<file path="src/rtl/thor2023_icmiss_ctrl_if.sv">
// Memory read bus between the I-cache miss controller and the fill source.
interface thor2023_icmiss_ctrl_if #(
   parameter int unsigned AWID = 32
) ();
   logic            mem_req;
   logic [AWID-1:0] mem_adr;
   logic            mem_ack;
   logic            mem_err;
   logic [127:0]    mem_dat;

   modport master (
      output mem_req, mem_adr,
      input  mem_ack, mem_err, mem_dat
   );

   modport slave (
      input  mem_req, mem_adr,
      output mem_ack, mem_err, mem_dat
   );
endinterface

</file>
<file path="src/rtl/thor2023_icmiss_ctrl.sv">
// I-cache miss controller: victim selection, four-beat line fill, valid-bit
// bookkeeping and deferred invalidation while a fill is in flight.
module thor2023_icmiss_ctrl #(
   parameter int unsigned LINES  = 256,
   parameter int unsigned WAYS   = 4,
   parameter int unsigned AWID   = 32,
   parameter int unsigned TAGBIT = 14,
   parameter int unsigned BEATS  = 4
) (
   input  logic                          rst,
   input  logic                          clk,
   input  logic [AWID-1:0]               ip,
   input  logic                          fetch,
   input  logic                          ihit,
   input  logic                          inv_all,
   input  logic                          inv_line,
   input  logic [AWID-1:0]               inv_adr,
   thor2023_icmiss_ctrl_if.master        bus,
   output logic                          wr_en,
   output logic [1:0]                    wr_way,
   output logic [$clog2(LINES)-1:0]      wr_ndx,
   output logic [1:0]                    wr_beat,
   output logic [127:0]                  wr_dat,
   output logic                          tag_wr,
   output logic [LINES-1:0][WAYS-1:0]    valid,
   output logic                          stall,
   output logic                          fault
);

   localparam int unsigned NDXW = $clog2(LINES);

   typedef enum logic [1:0] {IDLE, REQ, WAIT, FIN} state_t;

   state_t            state;
   logic [AWID-7:0]   line_q;
   logic [NDXW-1:0]   ndx_q;
   logic [1:0]        victim_q;
   logic [1:0]        rr_q;
   logic [1:0]        beat_q;
   logic              pend_all;
   logic              pend_line;
   logic [NDXW-1:0]   pend_ndx;
   logic              mem_req_q;
   logic [AWID-1:0]   mem_adr_q;

   logic [NDXW-1:0]   ip_ndx_c;
   logic [NDXW-1:0]   inv_ndx_c;
   logic              inv_any_c;
   logic              miss_c;
   logic [1:0]        victim_c;
   logic              found_c;
   logic              unused_c;

   assign ip_ndx_c  = ip[TAGBIT-1:6];
   assign inv_ndx_c = inv_adr[TAGBIT-1:6];
   assign unused_c  = ^{ip[5:0], inv_adr[AWID-1:TAGBIT], inv_adr[5:0]};

   // Any invalidate (live or deferred) outranks starting a miss this cycle.
   assign inv_any_c = inv_all | inv_line | pend_all | pend_line;
   assign miss_c    = (state == IDLE) & fetch & ~ihit & ~inv_any_c;

   // Victim: lowest invalid way of the fetch set, else the round-robin way.
   always_comb begin
      victim_c = rr_q;
      found_c  = 1'b0;
      for (int w = 0; w < WAYS; w++) begin
         if (!found_c && !valid[ip_ndx_c][w]) begin
            victim_c = 2'(w);
            found_c  = 1'b1;
         end
      end
   end

   // Beat data is written to the data array in the same cycle it is acked.
   assign wr_en   = (state == WAIT) & bus.mem_ack & ~bus.mem_err;
   assign wr_way  = victim_q;
   assign wr_ndx  = ndx_q;
   assign wr_beat = beat_q;
   assign wr_dat  = bus.mem_dat;

   assign bus.mem_req = mem_req_q;
   assign bus.mem_adr = mem_adr_q;

   // Fetch waits on a miss in IDLE and for the whole fill; never during reset.
   assign stall = ~rst & ((state != IDLE) | (fetch & ~ihit));

   // Fill sequencer, valid array and deferred-invalidate bookkeeping.
   always_ff @(posedge clk or posedge rst) begin
      if (rst) begin
         state     <= IDLE;
         line_q    <= '0;
         ndx_q     <= '0;
         victim_q  <= '0;
         rr_q      <= '0;
         beat_q    <= '0;
         pend_all  <= 1'b0;
         pend_line <= 1'b0;
         pend_ndx  <= '0;
         mem_req_q <= 1'b0;
         mem_adr_q <= '0;
         tag_wr    <= 1'b0;
         fault     <= 1'b0;
         valid     <= '0;
      end else begin
         tag_wr <= 1'b0;
         fault  <= 1'b0;
         case (state)
            IDLE: begin
               if (inv_all | pend_all) begin
                  valid <= '0;
               end else begin
                  if (inv_line)  valid[inv_ndx_c] <= '0;
                  if (pend_line) valid[pend_ndx]  <= '0;
               end
               pend_all  <= 1'b0;
               pend_line <= 1'b0;
               if (miss_c) begin
                  line_q                    <= ip[AWID-1:6];
                  ndx_q                     <= ip_ndx_c;
                  victim_q                  <= victim_c;
                  beat_q                    <= '0;
                  valid[ip_ndx_c][victim_c] <= 1'b0;
                  tag_wr                    <= 1'b1;
                  state                     <= REQ;
               end
            end
            REQ: begin
               mem_req_q <= 1'b1;
               mem_adr_q <= {line_q, beat_q, 4'h0};
               state     <= WAIT;
            end
            WAIT: begin
               if (bus.mem_ack) begin
                  mem_req_q <= 1'b0;
                  if (bus.mem_err) begin
                     fault  <= 1'b1;
                     beat_q <= '0;
                     state  <= IDLE;
                  end else if (beat_q == 2'(BEATS - 1)) begin
                     state <= FIN;
                  end else begin
                     beat_q <= beat_q + 2'd1;
                     state  <= REQ;
                  end
               end
            end
            FIN: begin
               valid[ndx_q][victim_q] <= 1'b1;
               rr_q                   <= rr_q + 2'd1;
               beat_q                 <= '0;
               state                  <= IDLE;
            end
            default: state <= IDLE;
         endcase
         if (state != IDLE) begin
            if (inv_all) pend_all <= 1'b1;
            if (inv_line) begin
               pend_line <= 1'b1;
               pend_ndx  <= inv_ndx_c;
            end
         end
      end
   end

endmodule

</file>
<file path="src/flat_wrapper.sv">
// flat-port wrapper written by rule: the top's interface ports become plain ports
module thor2023_icmiss_ctrl_flat 
#(
   parameter int unsigned LINES  = 256,
   parameter int unsigned WAYS   = 4,
   parameter int unsigned AWID   = 32,
   parameter int unsigned TAGBIT = 14,
   parameter int unsigned BEATS  = 4
)
  (rst, clk, ip, fetch, ihit, inv_all, inv_line, inv_adr, wr_en, wr_way, wr_ndx, wr_beat, wr_dat, tag_wr, valid, stall, fault, bus_mem_req, bus_mem_adr, bus_mem_ack, bus_mem_err, bus_mem_dat);
  thor2023_icmiss_ctrl_if #(.AWID(AWID)) bus_i ();
  input  logic rst;
  input  logic clk;
  input  logic [AWID-1:0] ip;
  input  logic fetch;
  input  logic ihit;
  input  logic inv_all;
  input  logic inv_line;
  input  logic [AWID-1:0] inv_adr;
  output logic wr_en;
  output logic [1:0] wr_way;
  output logic [$clog2(LINES)-1:0] wr_ndx;
  output logic [1:0] wr_beat;
  output logic [127:0] wr_dat;
  output logic tag_wr;
  output logic [LINES-1:0][WAYS-1:0] valid;
  output logic stall;
  output logic fault;
  output wire logic [$bits(bus_i.mem_req)-1:0] bus_mem_req;
  output wire logic [$bits(bus_i.mem_adr)-1:0] bus_mem_adr;
  input wire logic [$bits(bus_i.mem_ack)-1:0] bus_mem_ack;
  input wire logic [$bits(bus_i.mem_err)-1:0] bus_mem_err;
  input wire logic [$bits(bus_i.mem_dat)-1:0] bus_mem_dat;
  assign bus_mem_req = bus_i.mem_req;
  assign bus_mem_adr = bus_i.mem_adr;
  assign bus_i.mem_ack = bus_mem_ack;
  assign bus_i.mem_err = bus_mem_err;
  assign bus_i.mem_dat = bus_mem_dat;
  thor2023_icmiss_ctrl #(.LINES(LINES), .WAYS(WAYS), .AWID(AWID), .TAGBIT(TAGBIT), .BEATS(BEATS)) u_core (.rst(rst), .clk(clk), .ip(ip), .fetch(fetch), .ihit(ihit), .inv_all(inv_all), .inv_line(inv_line), .inv_adr(inv_adr), .bus(bus_i), .wr_en(wr_en), .wr_way(wr_way), .wr_ndx(wr_ndx), .wr_beat(wr_beat), .wr_dat(wr_dat), .tag_wr(tag_wr), .valid(valid), .stall(stall), .fault(fault));
endmodule
</file>
<file path="config.mk">
export PLATFORM = sky130hd
export DESIGN_NAME = thor2023_icmiss_ctrl_flat
export DESIGN_NICKNAME = d
export VERILOG_FILES = /design/src/rtl/thor2023_icmiss_ctrl_if.sv /design/src/rtl/thor2023_icmiss_ctrl.sv /design/src/flat_wrapper.sv
export SDC_FILE = /design/constraint.sdc
export NUM_CORES = 2
export LEC_CHECK = 0
export ABC_AREA = 0
export BUFFER_PORTS_ARGS = -buffer_cell sky130_fd_sc_hd__buf_4
export CORE_AREA = 3 3 537 539
export DETAILED_ROUTE_END_ITERATION = 8
export DIE_AREA = 0 0 540 542
export PLACE_DENSITY_LB_ADDON = 0.12
export RECOVER_POWER = 25
export SKIP_LAST_GASP = 1
export SLEW_MARGIN = 30
export SYNTH_ARGS = -nofsm -noshare
export SYNTH_HDL_FRONTEND = slang
export SYNTH_SLANG_ARGS = --single-unit
</file>
<file path="constraint.sdc">
create_clock -name clk -period 53.3 [get_ports clk]
set_input_delay 2.665 -clock clk [delete_from_list [all_inputs] [get_ports clk]]
set_output_delay 2.665 -clock clk [all_outputs]
set_load 0.02 [all_outputs]
</file>
# Word-level counts from Yosys, hierarchy flattened
# Index checks and enable logic that the tools add are counted.
# word_totals
out_inout_bits	1201
in_bits	200
wordCells	389
register_bits	1107
# op_classes
add_sub_neg	2
eq_ne	7
magnitude_cmp	12
reduce_logical	24
n_bitwise	23
n_mux	52
# ops
op	count
1024-bit two-way mux	7
1024-bit bitwise AND	3
1024-bit inverter	3
1024-bit case mux with 2 select lines	1
1024-bit OR	1
4-bit demux with 8-bit select	4
8-bit by 9-bit < comparator with 1-bit output, second input constant	4
4-bit binary-select mux with 8-bit select	1
8-bit by 1-bit >= comparator with 1-bit output, second input constant	4
2-bit two-way mux	12
4-bit two-way mux	5
1-bit two-way mux	17
1-bit logical AND	9
2-bit case mux with 4 select lines	1
2-bit AND reduction	4
1-bit bitwise AND	7
2-bit == test, second input constant	3
2-bit by 3-bit < comparator with 1-bit output, second input constant	2
2-bit case mux with 3 select lines	1
2-bit nonzero test	3
1-bit zero test	5
1-bit OR	5
2-bit by 1-bit adder with 2-bit output, second input constant	2
1-bit demux with 2-bit select	2
10 further kinds	14

# Depth between registers and ports, before layout
# depth
depth_word	21
ltp_mapped	17
depth_no_buf	10

# Worst setup path after synthesis
# Ideal clock, no wire load.
# synth_timing
path_type	input port to output port
from	input port fetch
to	output port stall
t_arrival_ns	3.142
cell_stages	3
path_buffers	0
t_required_ns	50.635
slack_ns	47.493
cell_sequence	nor2b_1 nor2b_1 nor2_1
# synth_between
elab_chain_cells	3
# synth_rtl
element	line_no	source
start, declared	flat_wrapper.sv:15	input logic fetch;
1-bit bitwise AND	thor2023_icmiss_ctrl.sv:85	assign stall = ~rst & ((state != IDLE) | (fetch & ~ihit));
1-bit OR	thor2023_icmiss_ctrl.sv:85	
1-bit bitwise AND	thor2023_icmiss_ctrl.sv:85	
end, declared	flat_wrapper.sv:27	output logic stall;
# No other way between the ends.

==> flow_summary.toml <==
[logic_synthesis]
yosys.cell_count.top_type = "nor2_1"
synthCells = 8434
synth_edf_count = 0
netlist.area_leader.share_pct = 38.63
synth.top_cells.by_count = "1340 x nor2_1, 1099 x dfrtp_1, 784 x o21ai_0"
synth.area.top_cells = "dfrtp_1 39%, mux4_2 8.1%, nor2_1 7.1%"
ys_seq_area_share_pct = 38.63
synth_area_um2 = 71190
yosysTopAreaCell = "dfrtp_1"
yosysWarningCount = 0
avgSynthCellArea_um2 = 8.440
ys_ff_latch = 1099
ys_types = 65
synth_ff_type = "dfrtp_1"
synth-async-reset-ratio_pct = 100.0

[power]
ir_drop_uv = 59.41
power_density_nw_per_um2 = 38.83
totalPowerFinal_mw = 3.338
p_leak_nw = 32.06

[finish]
fillers = 30600
drive_above_1_share_pct = 19.06
nets = 9076
syn2layout_area_growth_pct = 20.74
register_area_um2 = 27510
multi_input_area_um2 = 38370

[global_routing]
grt_overflow = 0
grt.total_usage_pct = 39.15
grt_start_max_net_pins = 156
grt_pass1_wl_mm = 785.5
antenna_found_initial = 67
first_global_vias = 79710

[clock_network]
cts_made_buffers = 151
clk_pin_slew_ns = 0.06
cts_resized = 0
cts_tree = "built"
cts_buffer_depth = 3
cts-hold-fix-buffers = 0
h-tree-depth = 4
clock-sinks = 1099
cts_setup_buffers = 0
clkLatencyLatePin_ns = 0.87
clockRootBuffer = "clkbuf_16"

[floorplanning]
ioPinCount = 1401
initial_core_util_pct = 25.02
row_count = 196
dieArea_um2 = 292700
design.core.area_um2 = 284500
fp.dieH_um = 542
die_w_um = 540

[drt]
first_iter_violations = 13430
num_vias = 86710
drt_first_pass_iters = 9
via_per_inst = 6.769
ant_nets = 0
drc_errors = 0
routed_wl_mm = 602.4
wl_per_cell_um = 47.02

[setup_path]
end_kind = "asynchronous set/reset pin"
max_stage_delay_ns = 6.05
cp_data_required_time_ns = 54.16
critPathArrivalTime_ns = 16.47
crit_fanout = 137
crit_path_top_delay_cell = "clkbuf_1"
cp_common_cell = "clkbuf_1"
worstSetupPathType = "input port to asynchronous set/reset pin"
crit_chain = "clkbuf_1 > clkinvlp_2 > clkbuf_1 > clkbuf_1 > buf_12 > buf_16 > buf_4"
startpoint_type = "input port"

[sta]
min_period_ns = 15.61
finalSetupViolations = 0
post-route-period-util_pct = 29.29
max_freq_mhz = 64.06
rsz0062_at_grt = "no"
fin_hold_ws_ns = 0.4677
worst-slew-pin-transition_ns = 8.329
setup_tns_ns = 0
fin_skew_ns = 0.05051
drv_slew = 521
finalHoldViolations = 0
relSlewSlack_pct = -455.3

[placed_design]
post-dp-hpwl_mm = 385.8
finalWeightedCongestion = 0.9159
io_buffers = 1110

[min_path]
min_path_type = "register to register"

[run]
maxCapViolCount = 8

[run_status]
status = "finished with violations"
violations = "capacitance limit, slew limit"
flip-flops by register name (all words and copies together), names as in the netlist, 2 cells and up:
register            count
u_core.valid         1024
u_core.rr_q             2
u_core.state            2
u_core.line_q          19
u_core.wr_beat          2
u_core.pend_ndx         8
u_core.bus.mem_adr     28
u_core.wr_ndx           7
u_core.wr_way           2
final timing paths:
kind                            slack [ns]           endpoint               from  cells past startpoint
worst max-delay path                 37.69    u_core.valid[1]                rst                      7
worst min-delay path                  0.47  u_core.line_q[11]  u_core.line_q[11]                      2
worst max register to register       46.86  u_core.valid[977]  u_core.valid[891]                     11
worst min register to register        0.47  u_core.line_q[11]  u_core.line_q[11]                      2
max in group clk                     43.03  u_core.valid[222]              ip[7]                     15
min in group asynchronous             3.67  u_core.valid[484]                rst                      2
per-layer routing:
metal	part of all wire, %	vias to the layer above	GRT usage [%]
li1	-	32440	-
met1	38	44260	49.03
met2	41	8217	55.10
met3	13	1768	15.24
met4	7.8	28	26.75
met5	0.028	-	0
power by group:
part	internal, mW	switching (mW)	leakage, nW
Combinational	0.199	1.17	14.4
Clock	0.605	0.471	2.43
Sequential	0.859	0.0360	15.3
cells by family after synthesis:
| logic type | synth area share (%) |
|---|---|
| xor+xnor | 0.02461 |
| simple gates | 17.21 |
| fa+ha+maj | 0.08788 |
| compound gates | 26.13 |
| buf+inv | 8.544 |
| mux | 9.368 |
| flops | 38.63 |
| other cells | 0.005268 |
critical path, delay by kind of cell:
| family | cells | cell delay, ns |
|---|---|---|
| buffers and inverters | 7 | 13.26 |
cell usage in the layout, fill, tap and decap left out, types with 22 or more instances in the layout:
cell,instances
a22oi_1,70
dfrtp_1,1098
buf_4,992
mux2i_1,33
nor2_1,1309
o22ai_1,266
nand2_1,506
o21ai_0,783
mux4_2,257
a32oi_1,240
a31oi_1,211
mux2_2,48
nor2_4,22
a21oi_1,550
diode_2,61
a41oi_1,288
inv_1,158
nand2b_1,77
nor3_1,250
nand3_1,48
clkbuf_1,429
a221oi_1,94
or3_1,156
nor4_1,255
o21ai_1,83
nor2b_1,22
clkbuf_16,152
o31ai_1,257
clkbuf_8,38
cell type report:
cell class                 count  area share (%)
clock inverter                43          0.5736
tap                         3762           5.477
inverter                     163          0.7133
antenna                       61          0.1776
sequential                  1099           32.00
timing repair buffer        1429           11.22
clock buffer                 226           5.191
multi-input combinational   6027           44.65
per-stage QoR:
step                      instance area (um2)  cells  setup slack (ns)  util [%]
after floorplan                         71200   8437             19.69         -
after global placement                  81850  12460             42.50     28.77
after detailed placement                82140  12470             42.41     28.87
after CTS                               87090  12740             43.31     30.61
after global routing                    85820  12760             35.80     30.17
final                                   85950  12810             37.69     30.21
Note: power is estimated with default switching activity, not from simulation.
